**config.mk**
```make
export PLATFORM = sky130hd
export DESIGN_NAME = matmul_apb_master
export DESIGN_NICKNAME = d
export VERILOG_FILES = /design/src/rtl/matmul_calc_pkg.sv /design/src/rtl/apb_cmd_fifo.sv /design/src/rtl/matmul_apb_master.sv
export SDC_FILE = /design/constraint.sdc
export NUM_CORES = 1
export LEC_CHECK = 0
export BUFFER_PORTS_ARGS = -buffer_cell sky130_fd_sc_hd__buf_2
export CELL_PAD_IN_SITES_DETAIL_PLACEMENT = 2
export CELL_PAD_IN_SITES_GLOBAL_PLACEMENT = 2
export CORE_AREA = 4 4 178 180
export CTS_CLUSTER_DIAMETER = 120
export CTS_CLUSTER_SIZE = 10
export DETAILED_ROUTE_END_ITERATION = 6
export DIE_AREA = 0 0 182 184
export GPL_TIMING_DRIVEN = 0
export PLACE_DENSITY = 0.71
export SETUP_SLACK_MARGIN = 0.1
export SKIP_CTS_REPAIR_TIMING = 1
export SYNTH_ARGS = -nofsm -noshare
export SYNTH_HDL_FRONTEND = slang
export SYNTH_SLANG_ARGS = --single-unit
```
**constraint.sdc**
```tcl
create_clock -name clk -period 2.5 [get_ports clk]
set_input_delay 0.125 -clock clk [delete_from_list [all_inputs] [get_ports clk]]
set_output_delay 0.125 -clock clk [all_outputs]
set_load 0.01 [all_outputs]
```
**src/rtl/matmul_calc_pkg.sv**
```systemverilog
// Shared types for the APB command master: command/response structs, FSM states, bus widths.
// No logic of its own.
package matmul_calc_pkg;

  localparam int BUS_WIDTH  = 32;
  localparam int ADDR_WIDTH = 5;
  localparam int MAX_DIM    = 4;

  typedef struct packed {
    logic                  write;
    logic [ADDR_WIDTH-1:0] addr;
    logic [BUS_WIDTH-1:0]  wdata;
    logic [MAX_DIM-1:0]    strb;
  } apb_cmd_t;

  typedef struct packed {
    logic [BUS_WIDTH-1:0] rdata;
    logic                 slverr;
    logic                 timeout;
  } apb_rsp_t;

  typedef enum logic [1:0] {
    IDLE   = 2'd0,
    SETUP  = 2'd1,
    ACCESS = 2'd2,
    RESP   = 2'd3
  } apb_state_e;

endpackage

```
**src/rtl/apb_cmd_fifo.sv**
```systemverilog
// Command queue: registered output, no bypass, so a push is visible one cycle later.
// Flush empties it at the next edge and drops a same-cycle push; full is flagged at DEPTH entries.
module apb_cmd_fifo #(
  parameter int WIDTH = 8,
  parameter int DEPTH = 4
) (
  input  logic                     clk,
  input  logic                     rst_ni,
  input  logic                     push_i,
  input  logic [WIDTH-1:0]         din_i,
  input  logic                     pop_i,
  input  logic                     flush_i,
  output logic [WIDTH-1:0]         dout_o,
  output logic                     full_o,
  output logic                     empty_o,
  output logic [$clog2(DEPTH):0]   count_o
);

  localparam int PW = $clog2(DEPTH);
  localparam int CW = PW + 1;

  logic [WIDTH-1:0] mem_q [DEPTH];
  logic [PW-1:0]    wr_ptr_q, wr_ptr_d;
  logic [PW-1:0]    rd_ptr_q, rd_ptr_d;
  logic [CW-1:0]    count_q, count_d;
  logic             do_push, do_pop;

  assign full_o  = (count_q == CW'(DEPTH));
  assign empty_o = (count_q == '0);
  assign count_o = count_q;
  assign dout_o  = mem_q[rd_ptr_q];

  assign do_push = push_i && !full_o && !flush_i;
  assign do_pop  = pop_i && !empty_o;

  always_comb begin
    wr_ptr_d = wr_ptr_q;
    rd_ptr_d = rd_ptr_q;
    count_d  = count_q;
    if (flush_i) begin
      wr_ptr_d = '0;
      rd_ptr_d = '0;
      count_d  = '0;
    end else begin
      if (do_push) wr_ptr_d = wr_ptr_q + PW'(1);
      if (do_pop)  rd_ptr_d = rd_ptr_q + PW'(1);
      count_d = count_q + CW'(do_push) - CW'(do_pop);
    end
  end

  always_ff @(posedge clk or negedge rst_ni) begin
    if (!rst_ni) begin
      wr_ptr_q <= '0;
      rd_ptr_q <= '0;
      count_q  <= '0;
    end else begin
      wr_ptr_q <= wr_ptr_d;
      rd_ptr_q <= rd_ptr_d;
      count_q  <= count_d;
    end
  end

  // Storage needs no reset: entries are only read once counted valid.
  always_ff @(posedge clk) begin
    if (do_push) mem_q[wr_ptr_q] <= din_i;
  end

endmodule

```
**src/rtl/matmul_apb_master.sv**
```systemverilog
// APB requester fed from a command FIFO; minimum 4 cycles per transaction (pop, SETUP, ACCESS, RESP).
// cmd_ready_o follows FIFO not-full; RESP holds until rsp_ready_i; ACCESS is bounded by TIMEOUT cycles.
module matmul_apb_master
  import matmul_calc_pkg::*;
#(
  parameter int BUS_WIDTH  = matmul_calc_pkg::BUS_WIDTH,
  parameter int ADDR_WIDTH = matmul_calc_pkg::ADDR_WIDTH,
  parameter int MAX_DIM    = matmul_calc_pkg::MAX_DIM,
  parameter int CMD_DEPTH  = 4,
  parameter int TIMEOUT    = 16
) (
  input  logic                  clk,
  input  logic                  rst_ni,
  input  logic                  cmd_valid_i,
  output logic                  cmd_ready_o,
  input  apb_cmd_t              cmd_i,
  input  logic                  flush_i,
  output logic                  rsp_valid_o,
  input  logic                  rsp_ready_i,
  output apb_rsp_t              rsp_o,
  output logic                  psel_o,
  output logic                  penable_o,
  output logic                  pwrite_o,
  output logic [ADDR_WIDTH-1:0] paddr_o,
  output logic [BUS_WIDTH-1:0]  pwdata_o,
  output logic [MAX_DIM-1:0]    pstrb_o,
  input  logic [BUS_WIDTH-1:0]  prdata_i,
  input  logic                  pready_i,
  input  logic                  pslverr_i,
  output logic                  busy_o,
  output logic [15:0]           txn_count_o
);

  localparam int TW = $clog2(TIMEOUT + 1);
  localparam int CW = $clog2(CMD_DEPTH) + 1;

  apb_state_e             state_q, state_d;
  apb_cmd_t               hold_q, hold_d;
  apb_rsp_t               rsp_q, rsp_d;
  logic [TW-1:0]          tmo_q, tmo_d;
  logic [15:0]            txn_q, txn_d;

  logic                   fifo_push, fifo_pop, fifo_full, fifo_empty;
  logic [$bits(apb_cmd_t)-1:0] fifo_dout;
  logic [CW-1:0]          fifo_count;

  assign cmd_ready_o = !fifo_full;
  assign fifo_push   = cmd_valid_i && cmd_ready_o;

  apb_cmd_fifo #(
    .WIDTH ($bits(apb_cmd_t)),
    .DEPTH (CMD_DEPTH)
  ) u_fifo (
    .clk     (clk),
    .rst_ni  (rst_ni),
    .push_i  (fifo_push),
    .din_i   (cmd_i),
    .pop_i   (fifo_pop),
    .flush_i (flush_i),
    .dout_o  (fifo_dout),
    .full_o  (fifo_full),
    .empty_o (fifo_empty),
    .count_o (fifo_count)
  );

  always_comb begin
    state_d  = state_q;
    hold_d   = hold_q;
    rsp_d    = rsp_q;
    tmo_d    = tmo_q;
    txn_d    = txn_q;
    fifo_pop = 1'b0;
    case (state_q)
      IDLE: begin
        if (!fifo_empty) begin
          fifo_pop = 1'b1;
          hold_d   = apb_cmd_t'(fifo_dout);
          state_d  = SETUP;
        end
      end
      SETUP: begin
        tmo_d   = '0;
        state_d = ACCESS;
      end
      ACCESS: begin
        if (pready_i) begin
          rsp_d.rdata   = hold_q.write ? '0 : prdata_i;
          rsp_d.slverr  = pslverr_i;
          rsp_d.timeout = 1'b0;
          state_d       = RESP;
        end else if (tmo_q == TW'(TIMEOUT - 1)) begin
          // Slave never answered: synthesise an error response and release the bus.
          rsp_d.rdata   = '0;
          rsp_d.slverr  = 1'b1;
          rsp_d.timeout = 1'b1;
          state_d       = RESP;
        end else begin
          tmo_d = tmo_q + TW'(1);
        end
      end
      RESP: begin
        if (rsp_ready_i) begin
          txn_d   = txn_q + 16'd1;
          state_d = IDLE;
        end
      end
      default: state_d = IDLE;
    endcase
  end

  always_ff @(posedge clk or negedge rst_ni) begin
    if (!rst_ni) begin
      state_q <= IDLE;
      hold_q  <= '0;
      rsp_q   <= '0;
      tmo_q   <= '0;
      txn_q   <= '0;
    end else begin
      state_q <= state_d;
      hold_q  <= hold_d;
      rsp_q   <= rsp_d;
      tmo_q   <= tmo_d;
      txn_q   <= txn_d;
    end
  end

  // Bus outputs decode straight from flops so reset drops psel/penable without a clock.
  assign psel_o      = (state_q == SETUP) || (state_q == ACCESS);
  assign penable_o   = (state_q == ACCESS);
  assign pwrite_o    = hold_q.write;
  assign paddr_o     = hold_q.addr;
  assign pwdata_o    = hold_q.wdata;
  assign pstrb_o     = hold_q.write ? hold_q.strb : '0;
  assign rsp_valid_o = (state_q == RESP);
  assign rsp_o       = rsp_q;
  assign busy_o      = (state_q != IDLE) || (fifo_count != '0);
  assign txn_count_o = txn_q;

endmodule
```
==> results_dict.tcl, run 1 <==
set metrics [dict create \
    status "complete, no violations" \
    final_cells 1387 \
    tightest_slew_ns 0.6932 \
    drc_errors 0 \
    period_share 0.9383 \
    cts_made_buffers 31 \
    leakagePower_nw 5.880 \
    core_area_sq_mm 0.03019 \
    antenna_found_initial 0 \
    syn_to_final_growth_pct 30.48 \
    cts_buffer_depth 3 \
    end_kind "register" \
    cp.arrival_ns 2.78 \
    grt_pass1_wl_um 41860 \
    cts_root_buf "clkbuf_16" \
    rows 64 \
    drtAntennaViolNets 0 \
    syn_inst 671 \
    switchingPower_mw 4.726 \
    clk_pin_slew_worst_paths_ns 0.06 \
    peakVddDrop_uv 686.1 \
    cp.required_ns 2.93 \
    max_freq_mhz 426.3 \
    grt_setup_unrepaired "yes" \
    antenna_cells 0 \
    fin_skew_ns 0.01102 \
    combPwrFrac 0.316 \
    period_needed_ns 2.346 \
    first_pass_iters 4 \
    critPathKind "reg2reg" \
    synth_area_sq_mm 0.01071 \
    utilization 0.4627 \
    setup_viol 0 \
    wl_per_cell_um 20.35 \
    ys_seq_area_frac 0.7190 \
    finalWirelength_um 28220 \
    grt_pass1_vias 7140 \
    crit_path_start_kind "register" \
    track_usage 0.1582 \
    clkPwrFrac 0.272 \
    relSlewSlack 0.5379 \
    ys_seq_elements 274 \
    dp.cells 1248 \
    portBuffers 176 \
    swShare 0.3155 \
    drive_gt1_frac 0.3360 \
    clk_latency_ns 0.56 \
    drv_cap 0 \
    finalHoldViolCount 0 \
    avgSynthCellArea_sq_um 15.95 \
    ys_warn_count 0 \
    synth_fp_nets 765 \
    synthArstFlopShare 0.3869 \
    dieArea_sq_mm 0.03349 \
    cts.sinks 274 \
    start_util 0.3546 \
    drt_iter0_markers 285 \
    gp_congestion 0.7147 \
    power.total_mw 14.98 \
    die_x_um 182 \
    h-tree-depth 1 \
    fin_area_sq_mm 0.01397 \
    seqPwrFrac 0.413 \
    hold_class "in2async" \
    synth_flop_cell "edfxtp_1" \
    vias_per_cell 4.766 \
    dpl_cell_area_sq_mm 0.01220 \
    holdWs_ns 0.1297 \
    ys_types 36 \
    cts_tree "yes" \
    nets 1064 \
    intPower_mw 10.25 \
    cp_max_fo 10 \
    vias 6611 \
    dp_hpwl_um 17520 \
    p_per_area_mw_per_mm2 1072 \
    io_pins 178 \
    overflow 0 \
    dieHeight_um 184 \
    slew_violations 0 \
    synth_edf_count 168 \
    grt_max_degree 58 \
]
path summary, 6_finish.rpt:
check,to,cells past startpoint,startpoint,slack [ns]
setup / recovery,u_fifo.count_o[2],12,u_fifo.count_o[0],0.15
hold / removal,txn_count_o[4],2,rst_ni,0.13
setup reg to reg,u_fifo.count_o[2],12,u_fifo.count_o[0],0.15
hold reg to reg,hold_q[0],2,hold_q[0],0.47
max in group asynchronous,pwdata_o[6],3,rst_ni,1.68
min in group clk,u_fifo.mem_q[3][15],2,cmd_i[15],0.32
logic make-up (layout without fill, tap and decap cells):
group | count (synthesis) | after routing | share of synthesized area
mux | 43 | 43 | 0.09081
flops | 274 | 274 | 0.7190
buf+inv | 77 | 397 | 0.04663
fa+ha+maj | 13 | 13 | 0.01589
compound gates | 48 | 48 | 0.03389
xor+xnor | 20 | 20 | 0.01636
simple gates | 196 | 196 | 0.07737
synth_stat cells (5+ instances only):
master	count	area, sq um
and2_1	9	56.30
dfrtp_1	106	2653
o21ai_0	11	55.05
buf_2	16	80.08
xnor2_1	13	113.9
nand4_1	5	31.28
edfxtp_1	168	5045
xor2_1	7	61.31
a22o_1	29	254.0
nor2_1	13	48.80
inv_1	12	45.04
ha_1	12	150.1
nand3_1	7	35.03
nand2_1	147	551.8
mux4_2	38	855.8
buf_4	40	300.3
buf_6	5	56.30
cells in the final DEF (no fill, tap or decap), drive strengths merged, types with 3 or more instances in the layout:
cell type / instances
a21oi: 4
a22o: 29
and2: 9
and3: 3
buf: 247
clkbuf: 55
dfrtp: 106
dlygate4sd3: 80
edfxtp: 168
ha: 12
inv: 13
mux4: 42
nand2: 148
nand3: 7
nand4: 5
nor2: 13
nor2b: 3
nor3: 3
o21ai: 12
xnor2: 13
xor2: 7
power groups by stage:
stage | clock [mW] | sequential [mW] | combinational (mW)
2_1_floorplan | 0 | 6.26 | 2.78
3_3_place_gp | 0 | 6.21 | 4.35
3_5_place_dp | 0 | 6.25 | 4.55
4_1_cts | 4.23 | 6.17 | 4.59
5_1_grt | 4.43 | 6.27 | 5.28
6_report | 4.07 | 6.18 | 4.73
worst max-delay path: stages, from the launching register on:
cell and delay, ns:
dfrtp_1 0.40, nor3_2 0.22, nand2b_4 0.16, buf_8 0.14, clkinv_8 0.08, ha_4 0.24, inv_1 0.06, ha_1 0.15
inv_1 0.05, fa_2 0.33, xor2_1 0.18, xnor2_1 0.15, nor2_1 0.05
metrics by stage:
stage	worst slack, ns	setup TNS (ns)
2_1_floorplan	0.1028	0
3_3_place_gp	-0.9369	-184.41
3_5_place_dp	-0.2940	-0.3554
4_1_cts	-0.3064	-0.3876
5_1_grt	-0.007371	-0.04745
6_report	0.1543	0
sequential cells by signal, indices dropped and copies added (netlist names):
| name | flops |
|---|---|
| u_fifo.mem_q | 168 |
| rsp_o | 34 |
| pwdata_o | 32 |
| txn_count_o | 16 |
| paddr_o | 5 |
| tmo_q | 5 |
| hold_q | 4 |
| u_fifo.count_o | 3 |
| state_q | 2 |
| u_fifo.rd_ptr_q | 2 |
| u_fifo.wr_ptr_q | 2 |
| pwrite_o | 1 |
per-layer routing:
layer / vias to the layer above / GRT usage / wire length (um)
li1: 2988 / - / -
met1: 3414 / 0.2115 / 12120
met2: 181 / 0.2732 / 14360
met3: 28 / 0.03106 / 1314
met4: 0 / 0.02882 / 424
met5: - / 0 / 0
final cells by class:
cell class	count	area (sq um)
multi-input cells	320	2539
clock inverters	2	28.78
inverters	13	61.31
flip-flops and latches	274	7699
clock buffers	52	854.6
well taps	396	495.5
repair buffers	267	1841
fillers	2887	16220
plain buffers	63	450.4
Note: power is estimated with default switching activity, not from simulation.
==> run 2: changes to the inputs <==
Settings changed: CORE_AREA 4 4 178 180 to 4 4 177 179, DIE_AREA 0 0 182 184 to 0 0 181 183, PLACE_DENSITY 0.71 to 0.7, SLEW_MARGIN set to 20, SYNTH_HIERARCHICAL set to 1.
==> results_dict.tcl, run 2 <==
set metrics [dict create \
    path_cells "nor3_4, nor2b_2, buf_6, buf_12, o31ai_4, inv_1, ha_1, inv_1, ha_2, inv_2, fa_2, nor2_2" \
    h-tree-depth 1 \
    power.total_mw 14.60 \
    dieHeight_um 183 \
    nets 996 \
    track_usage 0.1552 \
    synth_top_area_cell "edfxtp_1" \
    start_util 0.3693 \
    dpl_cell_area_sq_mm 0.01234 \
    peakVddDrop_uv 516.2 \
    gp_congestion 0.7949 \
    max_freq_mhz 416.0 \
    setup_ws_ns 0.09636 \
    max_stage_delay_ns 0.52 \
    netlist.area_leader.share 0.4622 \
    fin_area_sq_mm 0.01420 \
    core_area_sq_mm 0.02956 \
    syn_inst 596 \
    multiInputGateArea_sq_mm 0.002805 \
    fin_setup_tns_ns 0 \
    final_common_cell "buf_2" \
    worst_r2r_startpoint "u_fifo/count_o[0]" \
    overflow 0 \
    cts_root_buf "clkbuf_16" \
    drive_gt1_frac 0.3891 \
    syn_to_final_growth_pct 30.14 \
    dieArea_sq_mm 0.03312 \
    vias 6471 \
    synthTopCellsByCount "edfxtp_1, dfrtp_1, mux2_2" \
    drv_cap 0 \
    hold_class "in2reg" \
    portBuffers 176 \
    period_needed_ns 2.404 \
    hold_path_end "u_fifo/count_o[2]" \
    cp.arrival_ns 2.83 \
    hold_path_startpoint "flush_i" \
    crit_path_start_kind "register" \
    period_share 0.9615 \
    end_kind "register" \
    synth_area_sq_mm 0.01092 \
    wl_per_cell_um 22.15 \
    fill_cells 2730 \
    ff2ff_path_depth 12 \
    drc_errors 0 \
    cts_tree "yes" \
    leakagePower_nw 5.788 \
    final_cells 1311 \
    relSlewSlack 0.4888 \
    finalWirelength_um 29040 \
    critPathKind "reg2reg" \
    crit_slowest_cell "fa_2" \
    layout_common_cells "buf_2, edfxtp_1, dfrtp_1" \
    synthArstFlopShare 0.3869 \
    vias_per_cell 4.936 \
    min_path_cells 2 \
    setup_viol 0 \
    io_pins 178 \
    cp.required_ns 2.93 \
    dp_slack_ns -0.3759 \
    ys_warn_count 6 \
    clkPwrFrac 0.277 \
    seqPwrFrac 0.432 \
    grt_pass1_wl_um 40770 \
    die_x_um 181 \
    cp_max_fo 5 \
    clk_pin_slew_worst_paths_ns 0.06 \
    fin_skew_ns 0.01597 \
    reg2reg_to "u_fifo/count_o[1]" \
    grt_max_degree 71 \
    cts.sinks 274 \
    clk_latency_ns 0.56 \
    rows 63 \
    dp_hpwl_um 16960 \
    grt_pass1_vias 6998 \
    p_per_area_mw_per_mm2 1028 \
    switchingPower_mw 4.379 \
    largest_reg_flops 168 \
    ys_types 44 \
    ys_seq_area_frac 0.7052 \
    synth_flop_cell "edfxtp_1" \
    finalHoldViolCount 0 \
    cpMostUsedCell "inv_1" \
    dp.cells 1163 \
    antenna_found_initial 0 \
    swShare 0.2999 \
    drt_iter0_markers 382 \
    synth_edf_count 168 \
    intPower_mw 10.22 \
    ys_seq_elements 274 \
    combPwrFrac 0.290 \
    largest-register "u_fifo/mem_q" \
    drtAntennaViolNets 0 \
    grt_setup_unrepaired "yes" \
    status "complete, no violations" \
    regToRegSetupSlack_ns 0.1 \
    slew_violations 0 \
    cts_buffer_depth 3 \
    synth.most_common_cell "edfxtp_1" \
    first_pass_iters 5 \
    avgSynthCellArea_sq_um 18.31 \
    cts_made_buffers 31 \
    synth.area.top_cells "edfxtp_1, dfrtp_1, mux4_1, mux2_2, buf_4" \
    regArea_sq_mm 0.007701 \
    tightest_slew_ns 0.7667 \
    synth_fp_nets 691 \
]
-- run 2: cell count changes in the layout (fill, tap and decap cells not counted), sizes merged, moves of 2 or more --
cell	change
nor2	-2
nand4	-3
mux2	+42
nand2	-124
or3	+2
a22oi	+2
inv	+3
dlygate4sd3	-2
buf	+2
mux2i	+2
nand3	+4
-- run 2: cells by family (layout without fill, tap and decap cells) --
family / after synthesis / after routing / share of synthesized area
buffers and inverters: 75 / 399 / 0.04470
AOI/OAI and AO/OA: 53 / 53 / 0.03657
adders and majority gates: 14 / 14 / 0.01674
and+or+nand+nor: 75 / 75 / 0.03714
xor gates and xnor gates: 18 / 18 / 0.01444
muxes: 87 / 87 / 0.1452
DFF: 274 / 274 / 0.7052
other: 0 / 1 / 0
-- run 2: how the worst max path moves through the flow --
stage / start / end / slack, ns
floorplan: state_q[0] / u_fifo/count_o[2] / 0.10
global placement: u_fifo/count_o[2] / u_fifo/mem_q[1][17] / -0.28
detailed placement: state_q[0] / u_fifo/count_o[2] / -0.38
CTS: state_q[0] / u_fifo/count_o[2] / -0.42
global route: u_fifo/count_o[2] / u_fifo/count_o[2] / -0.03
finish: u_fifo/count_o[0] / u_fifo/count_o[1] / 0.1
-- run 2: cell type report --
type / count / share of cell area
Inverter: 15 / 0.003964
Antenna cell: 1 / 0.0001762
Multi-Input combinational cell: 247 / 0.1975
Timing Repair Buffer: 272 / 0.1283
Sequential cell: 274 / 0.5421
Tap cell: 390 / 0.03435
Buffer: 60 / 0.03189
Clock buffer: 50 / 0.05963
Clock inverter: 2 / 0.002026
-- run 2: routing by layer --
layer / GRT usage / wire length (um)
met1: 0.1950 / 12020
met2: 0.2779 / 15060
met3: 0.03471 / 1391
met4: 0.03332 / 564
met5: 0 / 0
-- run 2: worst max-delay path: cells and delay by family (launching register included) --
family	cells	cell delay, ns
and+or+nand+nor	3	0.35
DFF	1	0.47
adders and majority gates	3	0.96
buffers and inverters	5	0.44
AOI/OAI and AO/OA	1	0.07
-- run 2: through the flow --
stage / hold WS, ns / utilization
after floorplan: -0.1706 / -
after global placement: 0.3333 / 0.4160
after detailed placement: 0.2206 / 0.4173
after CTS: -0.3886 / 0.4469
after global routing: 0.01426 / 0.4805
final: 0.007031 / 0.4806
-- run 2: power groups by stage --
stage | combinational, mW | clock, mW | sequential (mW)
finish | 4.24 | 4.05 | 6.31
global route | 4.61 | 4.40 | 6.43
CTS | 3.90 | 4.17 | 6.29
detailed placement | 3.86 | 0 | 6.36
global placement | 3.70 | 0 | 6.28
floorplan | 2.30 | 0 | 6.33
==> run 3: changes to the inputs <==
Settings changed: CORE_AREA 4 4 177 179 to 4 4 127 250, CTS_CLUSTER_SIZE 10 to 8, DIE_AREA 0 0 181 183 to 0 0 131 254.
==> results_dict.tcl, run 3 (synthesis gave the netlist of run 2 again) <==
set metrics [dict create \
    regToRegSetupSlack_ns 0.03 \
    reg2reg_to "u_fifo/count_o[2]" \
    critPathKind "reg2reg" \
    cts.sinks 274 \
    cp_max_fo 4 \
    switchingPower_mw 4.562 \
    clk_pin_slew_worst_paths_ns 0.05 \
    crit_path_start_kind "register" \
    worst_r2r_startpoint "state_q[1]" \
    h-tree-depth 2 \
    nets 1010 \
    dieArea_sq_mm 0.03327 \
    drt_iter0_markers 228 \
    dp.cells 1137 \
    leakagePower_nw 5.944 \
    antenna_found_initial 0 \
    dp_slack_ns -0.3796 \
    drv_cap 0 \
    grt_setup_unrepaired "yes" \
    final_cells 1302 \
    cts_made_buffers 40 \
    finalWirelength_um 29010 \
    grt_pass1_vias 7164 \
    seqPwrFrac 0.405 \
    largest-register "u_fifo/mem_q" \
    grt_max_degree 74 \
    p_per_area_mw_per_mm2 1072 \
    relSlewSlack 0.5024 \
    finalHoldViolCount 0 \
    fin_skew_ns 0.01204 \
    clkPwrFrac 0.316 \
    cts_buffer_depth 3 \
    first_pass_iters 6 \
    portBuffers 176 \
    setup_ws_ns 0.02969 \
    hold_path_end "u_fifo/count_o[1]" \
    gp_congestion 0.7340 \
    combPwrFrac 0.279 \
    rows 89 \
    cp.required_ns 2.89 \
    die_x_um 131 \
    layout_common_cells "buf_2, edfxtp_1, dfrtp_1" \
    antenna_cells 0 \
    cts_root_buf "clkbuf_16" \
    clk_latency_ns 0.53 \
    ff2ff_path_depth 14 \
    status "complete, no violations" \
    drc_errors 0 \
    overflow 0 \
    final_common_cell "buf_2" \
    startpoint "state_q[1]" \
    intPower_mw 10.96 \
    period_needed_ns 2.470 \
    peakVddDrop_uv 728.0 \
    io_pins 178 \
    wl_per_cell_um 22.28 \
    vias_per_cell 4.945 \
    end_kind "register" \
    hold_path_startpoint "flush_i" \
    dieHeight_um 254 \
    cp.arrival_ns 2.86 \
    drive_gt1_frac 0.3977 \
    core_area_sq_mm 0.02973 \
    max_freq_mhz 404.8 \
    swShare 0.2939 \
    min_path_cells 2 \
    vias 6438 \
    grt_pass1_wl_um 41320 \
    track_usage 0.1656 \
    period_share 0.9881 \
    largest_reg_flops 168 \
    drtAntennaViolNets 0 \
    tightest_slew_ns 0.7464 \
    syn_to_final_growth_pct 32.63 \
    start_util 0.3671 \
    cts_tree "yes" \
    setup_viol 0 \
    hold_class "in2reg" \
    fin_setup_tns_ns 0 \
    slew_violations 0 \
    dp_hpwl_um 18830 \
]
[run 3: changes by cell type in the layout (fill, tap and decap cells not counted), sizes merged]
cell and change:
inv +1, diode -1, clkbuf +12, buf +4, clkinv +1
[run 3: through the flow]
stage	hold WS, ns	power (mW)	utilization	instance area (sq um)
final	0.02650	15.52	0.4869	14480
after global routing	0.05663	16.40	0.4869	14480
after CTS	-0.5114	15.33	0.4519	13440
after detailed placement	0.06433	10.30	0.4138	12300
after global placement	0.3325	9.990	0.4125	12260
after floorplan	-0.1706	8.621	-	10930
[run 3: worst max-delay path by stage]
stage,end,slack (ns)
floorplan,u_fifo/count_o[2],0.10
global placement,u_fifo/count_o[2],-0.23
detailed placement,u_fifo/count_o[2],-0.38
CTS,u_fifo/count_o[2],-0.43
global route,u_fifo/count_o[2],-0.1
finish,u_fifo/count_o[2],0.03
[run 3: worst max-delay path, cell delays in order, from the launching register on]
cell	delay, ns
dfrtp_1	0.38
inv_2	0.07
ha_4	0.17
nor2b_2	0.15
buf_6	0.13
buf_12	0.12
o31ai_4	0.06
inv_1	0.08
ha_1	0.28
inv_1	0.07
ha_2	0.18
inv_2	0.04
fa_2	0.38
xnor2_1	0.16
nor2_1	0.06
[run 3: layer usage]
metal	part of all wire	track usage	vias to the layer above	routed length (um)
met5	0	0	-	0
met4	0.024	0.05149	0	688
met3	0.043	0.03807	47	1262
met2	0.57	0.3237	190	16680
met1	0.36	0.1674	3305	10380
li1	-	-	2896	-
[run 3: layout make-up]
| class | count | area (sq um) |
|---|---|---|
| Buffer | 60 | 455.4 |
| Clock buffer | 61 | 1080 |
| Tap cell | 364 | 455.4 |
| Timing Repair Buffer | 277 | 1873 |
| Multi-Input combinational cell | 247 | 2803 |
| Clock inverter | 4 | 53.80 |
| Fill cell | 2710 | 15250 |
| Sequential cell | 274 | 7701 |
| Inverter | 15 | 56.30 |
[run 3: power groups by stage]
| stage | Clock (mW) | Combinational, mW | Sequential [mW] |
|---|---|---|---|
| floorplan | 0 | 2.30 | 6.33 |
| global placement | 0 | 3.73 | 6.26 |
| detailed placement | 0 | 3.95 | 6.35 |
| CTS | 5.07 | 3.97 | 6.29 |
| global route | 5.29 | 4.71 | 6.40 |
| finish | 4.90 | 4.33 | 6.29 |
